## src/rtl/log_conv_16.sv

```systemverilog
// rtl/log_conv_16.sv - two-stage Mitchell log2 converter with valid/ready handshake
module log_conv_16 #(
  parameter int FRAC_W = 15
) (
  input  logic              clk,
  input  logic              rst_n,
  input  logic              in_valid,
  output logic              in_ready,
  input  logic [15:0]       in_data,
  input  logic [15:0]       in_lod,
  output logic              out_valid,
  input  logic              out_ready,
  output logic [3:0]        out_k,
  output logic [FRAC_W-1:0] out_frac,
  output logic              out_zero
);

  // Stage 1: encoded characteristic plus the raw operand
  logic        s1_valid;
  logic [3:0]  s1_k;
  logic        s1_zero;
  logic [15:0] s1_data;

  // Stage 2: final result registers, driven straight to the outputs
  logic              s2_valid;
  logic [3:0]        s2_k;
  logic [FRAC_W-1:0] s2_frac;
  logic              s2_zero;

  logic              s2_load;
  logic              in_fire;
  logic [3:0]        enc_k;
  logic [15:0]       norm;
  logic [14:0]       frac15;
  logic [FRAC_W-1:0] frac_trunc;

  // Handshake: S2 takes new content when empty or draining; S1 follows S2.
  // in_ready is gated by rst_n so nothing is offered while reset is held.
  always_comb begin
    s2_load  = !s2_valid || out_ready;
    in_ready = rst_n && (!s1_valid || s2_load);
    in_fire  = in_valid && in_ready;
  end

  // Priority encode the leading-one vector; the highest set bit wins so a
  // multi-hot vector still yields the true characteristic.
  always_comb begin
    enc_k = 4'd0;
    for (int i = 0; i < 16; i++) begin
      if (in_lod[i]) enc_k = 4'(i);
    end
  end

  // Normalise: shift the leading one up to bit 15, keep the bits below it,
  // then truncate to the configured fraction width.
  always_comb begin
    norm       = s1_data << (4'd15 - s1_k);
    frac15     = norm[14:0];
    frac_trunc = frac15[14 -: FRAC_W];
  end

  // Stage 1 register: loads whenever in_ready (empty or advancing).
  always_ff @(posedge clk or negedge rst_n) begin
    if (!rst_n) begin
      s1_valid <= 1'b0;
      s1_k     <= 4'd0;
      s1_zero  <= 1'b0;
      s1_data  <= 16'd0;
    end else begin
      if (in_ready) s1_valid <= in_valid;
      if (in_fire) begin
        s1_k    <= enc_k;
        s1_zero <= (in_lod == 16'd0);
        s1_data <= in_data;
      end
    end
  end

  // Stage 2 register: holds while stalled, zero operands force a clean result.
  always_ff @(posedge clk or negedge rst_n) begin
    if (!rst_n) begin
      s2_valid <= 1'b0;
      s2_k     <= 4'd0;
      s2_frac  <= '0;
      s2_zero  <= 1'b0;
    end else if (s2_load) begin
      s2_valid <= s1_valid;
      if (s1_valid) begin
        s2_zero <= s1_zero;
        s2_k    <= s1_zero ? 4'd0 : s1_k;
        s2_frac <= s1_zero ? '0 : frac_trunc;
      end
    end
  end

  assign out_valid = s2_valid;
  assign out_k     = s2_k;
  assign out_frac  = s2_frac;
  assign out_zero  = s2_zero;

endmodule
```

## config.mk

```make
export PLATFORM = sky130hd
export DESIGN_NAME = log_conv_16
export DESIGN_NICKNAME = d
export VERILOG_FILES = /design/src/rtl/log_conv_16.sv
export SDC_FILE = /design/constraint.sdc
export NUM_CORES = 1
export LEC_CHECK = 0
export ABC_AREA = 1
export CORE_ASPECT_RATIO = 1.4
export CORE_UTILIZATION = 51
export CTS_BUF_LIST = sky130_fd_sc_hd__clkbuf_8
export DETAILED_ROUTE_END_ITERATION = 10
export GPL_TIMING_DRIVEN = 0
export PLACE_DENSITY = 0.82
export SLEW_MARGIN = 10
export SYNTH_ARGS = -nofsm -noshare
export SYNTH_HDL_FRONTEND = slang
export SYNTH_SLANG_ARGS = --single-unit
```

## constraint.sdc

```tcl
create_clock -name clk -period 1.5 [get_ports clk]
set_input_delay 0.3 -clock clk [delete_from_list [all_inputs] [get_ports clk]]
set_output_delay 0.3 -clock clk [all_outputs]
set_load 0.005 [all_outputs]
```

# --- Word level (Yosys, flattened, before mapping) ---
# Index checks and enable logic that the tools add are counted.
totals:
  romBits: 0
  mem_bits_rw: 0
  n_memories: 0
  out_inout_bits: 22
  input_bits: 36
  ff_bits: 43
  wordCells: 35
  latchBits: 0
op_classes:
  addsub: 1
  n_lt_le_gt_ge: 0
  reduce_logical: 8
  n_mux: 17
  n_bitwise: 0
  div_mod_pow: 0
  n_eq_ne: 0
  n_shift: 1
  n_mul: 0
op_table:
  columns: ["cell", "count"]
  rows:
  - ["2-to-1 mux 4 bit", 15]
  - ["logical NOT 16 bit", 1]
  - ["left shift 16 x 4 -> 15 bit", 1]
  - ["2-to-1 mux 15 bit", 1]
  - ["subtractor 4 bit (first input constant)", 1]
  - ["logical AND 1 bit", 2]
  - ["logical NOT 1 bit", 2]
  - ["logical OR 1 bit", 2]
  - ["AND reduction 2 bit", 1]
  - ["2-to-1 mux 1 bit", 1]

# --- Depth between registers and ports, before layout ---
logic_depth:
  depth_word: 15
  depth_mapped: 15
  mapped_depth_nobuf: 15

# --- Least setup slack after synthesis ---
# No wires, ideal clock.
synth_timing:
  kind: "reg2reg"
  start: "reg s1_k[0]"
  end: "reg s2_frac[12], in the netlist out_frac[12]"
  path_buffers: 2
  path_slack_ps: 235
  arrival_time_ps: 1133
  synth_period_minus_slack_ps: 1265
  path_stages_with_launch: 9
  setup_time_ps: 132
  required_ps: 1368
  path_cell_list: "dfrtp_1 > buf_6 > buf_6 > nand2_2 > o21ai_2 > mux2i_1 > nor2_1 > o21ai_1 > o211ai_1"
synth_between:
  elab_chain_len: 3
synth_rtl:
  columns: ["item", "line", "source"]
  rows:
  - ["from (decl)", "20", "logic [3:0] s1_k;"]
  - ["from (signal assigned)", "72", "s1_k <= enc_k;"]
  - ["subtractor 4 bit", "57", "norm = s1_data << (4'd15 - s1_k);"]
  - ["left shift 16 x 4 -> 15 bit", "57", null]
  - ["2-to-1 mux 15 bit", "91", "s2_frac <= s1_zero ? '0 : frac_trunc;"]
  - ["to (signal assigned)", "91", null]
  - ["to (decl)", "27", "logic [FRAC_W-1:0] s2_frac;"]
# Every way passes these cells.
# A chain may end at the register's enable or synchronous reset.

# --- Final worst setup path ---
layout_timing:
  start: "reg s2_k[1], in the netlist out_k[1]"
  end: "out out_k[1]"
layout_lines:
  columns: ["item", "line", "source"]
  rows:
  - ["from (decl)", "26", "logic [3:0] s2_k;"]
  - ["from (signal assigned)", "90", "s2_k <= s1_zero ? 4'd0 : s1_k;"]
  - ["to (decl)", "13", "output logic [3:0] out_k,"]
# No word-level cell between the ends.

==> metrics.txt <==
Total Routing Usage GR=0.245; CP required=1.20 ns; share of layout cells above drive strength 1=0.201; Final HPWL DP=4.03 mm; R2R Setup Slk=0.05 ns; Synth Net Count=335; Seq cells post-synth=42; Layout Cells excl Fill=433; element type at the critical path end=output port; clk buf depth=2; core area=4310 µm²; internal power=2680 µW; Clock Latency Late Sink=0.29 ns; Reg clk slew, reported paths=0.08 ns; total number of vias=2,189; Buf+Inv Stages, Crit Path=1; register area share after synthesis=0.447; Placer Congestion=0.934; PortBufs=56; cell area after layout=3230 µm²; NumNets Final=408; Root Buffer=clkbuf_8; clock skew=0.000881 ns; Netlist Area Pre-Place=2350 µm²; Die Height=82.4 µm; Initial Util=0.546; Crit path max-delay family=buffers and inverters; DP Area=3010 µm²; vias per inst=5.06; grt ovf=0; placed insts=416; Clk pwr share=0.183; Comb pwr share=0.423; WP data arrival=1.17 ns; TritonRoute pass-1 iters=4; Ant. Diodes=0; Distinct cells, synth=29; number of global-route vias before repair=2,108; Sw Share=0.341; critical path cell sequence=clkdlybuf4s50_1; Fin. Hold Viols=0; MaxCap Viol Count=0; Max Slew Vio Count=0; DR iter-0 viols=63; Slew headroom=0.469; Mapped Avg Cell Area=7.87 µm²; Ports=58; fin crit period=1.47 ns; CP max-delay cell=clkdlybuf4s50_1; pin count of the biggest net entering global routing=26; crit path max fanout=2; cells after synthesis=299; drt wl/cell=12.3 µm; HP Class=input port to async pin; chip width=59.4 µm; Peak supply drop=876 µV; pwr dens=1260 nW/µm²; Sw Pwr=1390 µW; worst slew pin tran=0.794 ns; Setup Viol. Count Final=0; first-pass GRT wire length=9.03 mm; CTS tree=done; crit-path max cell delay=0.51 ns; sequential share of power=0.394; CTS Buf Count=5; drt total wl=5.33 mm; RSZ-0062 raised after global routing=yes; DRC=0; WS Path Type=register to output port; initial antenna violation count=0; fillers=343; Worst Setup Start Kind=register; # clock sinks=42; status=finished, final reports clean; Final ANT Viol Nets=0; Fmax=681 MHz; Synthesis Warnings=0; crit share post-route=0.978; Tot Pwr=4060 µW; Layout area overhead=37.3%; die area=4890 µm²; H-tree levels=2; Rows=28; leakage power=0.00156 µW
-- kinds of logic after synthesis --
kind of cell           share of synthesized area
AND/OR/NAND/NOR                            0.256
flip-flops                                 0.447
buffers and inverters                      0.101
AO/OA/AOI/OAI                              0.184
multiplexers                              0.0128
-- stage by stage --
| stage | TNS (ns) | setup WS (ns) | util | hold slack [ns] |
|---|---|---|---|---|
| 2_1_floorplan | 0 | 0.235 | - | 0.00441 |
| 3_3_place_gp | -72.82 | -1.72 | 0.693 | 0.463 |
| 4_1_cts | 0 | 0.0107 | 0.723 | -0.0577 |
| 3_5_place_dp | -9.00 | -0.432 | 0.699 | 0.281 |
| 6_report | 0 | 0.0324 | 0.749 | 0.0350 |
| 5_1_grt | -0.115 | -0.0486 | 0.749 | 0.0477 |
-- timing repair --
item	in CTS	in global routing
pin swaps	1	5
hold buffers	1	1
setup endpoints to repair	3	22
endpoints found under the hold margin	18	24
setup buffers	1	5
resized for setup	7	16
cloned	0	1
-- cell usage in the layout (no fill, tap or decap), types with 2 or more instances in the layout --
master and count:
a21oi_1 3, o31ai_1 2, nor3_1 2, buf_6 5
clkdlybuf4s50_1 51, o21ai_1 13, nand3_1 6, o211ai_1 6
nor2_4 5, nand2_1 100, nand2_2 7, clkbuf_8 6
inv_1 30, inv_2 5, buf_2 5, nand4_1 2
mux2i_2 2, buf_4 8, nor2_1 13, inv_4 4
o211ai_2 3, dfrtp_1 42, dlymetal6s2s_1 2, o21ai_0 18
o21ai_2 17, nor2_2 2
-- routing by layer --
| metal | routed length [µm] | up-vias | GRT usage |
|---|---|---|---|
| li1 | - | 1111 | - |
| met1 | 2150 | 982 | 0.273 |
| met2 | 2770 | 73 | 0.443 |
| met4 | 192 | 0 | 0.117 |
| met5 | 0 | - | 0 |
| met3 | 220 | 23 | 0.0452 |
-- power groups by stage --
stage               clock (µW)  sequential [µW]  combinational [µW]
floorplan                    0             1610                 856
global placement             0             1590                1560
detailed placement           0             1620                1600
CTS                        746             1600                1610
global route               796             1630                1910
finish                     745             1600                1720
-- area by class of cell --
type	count	area (µm²)	area share
buffer	12	95.1	0.0294
clock buffer	6	82.6	0.0256
clock inverter	2	8.76	0.00271
inverter	38	153	0.0473
multi-input combinational	208	1100	0.342
sequential	42	1050	0.325
tap	60	75.1	0.0232
timing repair buffer	65	659	0.204
-- cell usage after synthesis --
library cell,instances,share of area
buf_2,6,0.013
o221ai_1,1,0.0037
a31oi_1,1,0.0027
dfrtp_1,42,0.45
inv_4,2,0.0053
o21a_1,1,0.0032
o211ai_1,6,0.019
o21ai_2,13,0.048
nor2_2,3,0.0080
o21ai_1,16,0.034
nor3_1,2,0.0043
clkbuf_1,1,0.0016
mux2i_1,3,0.013
nor2_8,1,0.0085
o31ai_1,2,0.0064
nand4_1,2,0.0053
nand3_1,6,0.013
o21ai_0,19,0.040
inv_1,30,0.048
nor2_4,3,0.014
a21oi_1,3,0.0064
buf_6,5,0.024
o211ai_2,3,0.016
inv_2,6,0.0096
a22oi_1,1,0.0032
nor2_1,13,0.021
nand2_1,101,0.16
nand2_2,6,0.016
nand2_4,1,0.0048
-- state kept, by name, indices dropped and copies added, names as in the netlist --
name	flops
out_valid	1
out_zero	1
out_k	4
s1_valid	1
s1_data	15
s1_zero	1
out_frac	15
s1_k	4
-- worst min-delay path, stage by stage --
cell	delay, ns
buf_4	0.11
buf_16	0.10
buf_12	0.16
-- worst paths after layout --
kind,startpoint,to,depth (start not counted)
setup / recovery,out_k[1],out_k[1],1
hold / removal,rst_n,out_valid,3
setup reg to reg,s1_k[0],out_frac[12],8
hold reg to reg,out_k[3],out_k[3],2
max in group asynchronous,rst_n,out_frac[14],2
min in group clk,out_ready,out_valid,2
Note: power is estimated with default switching activity, not from simulation.
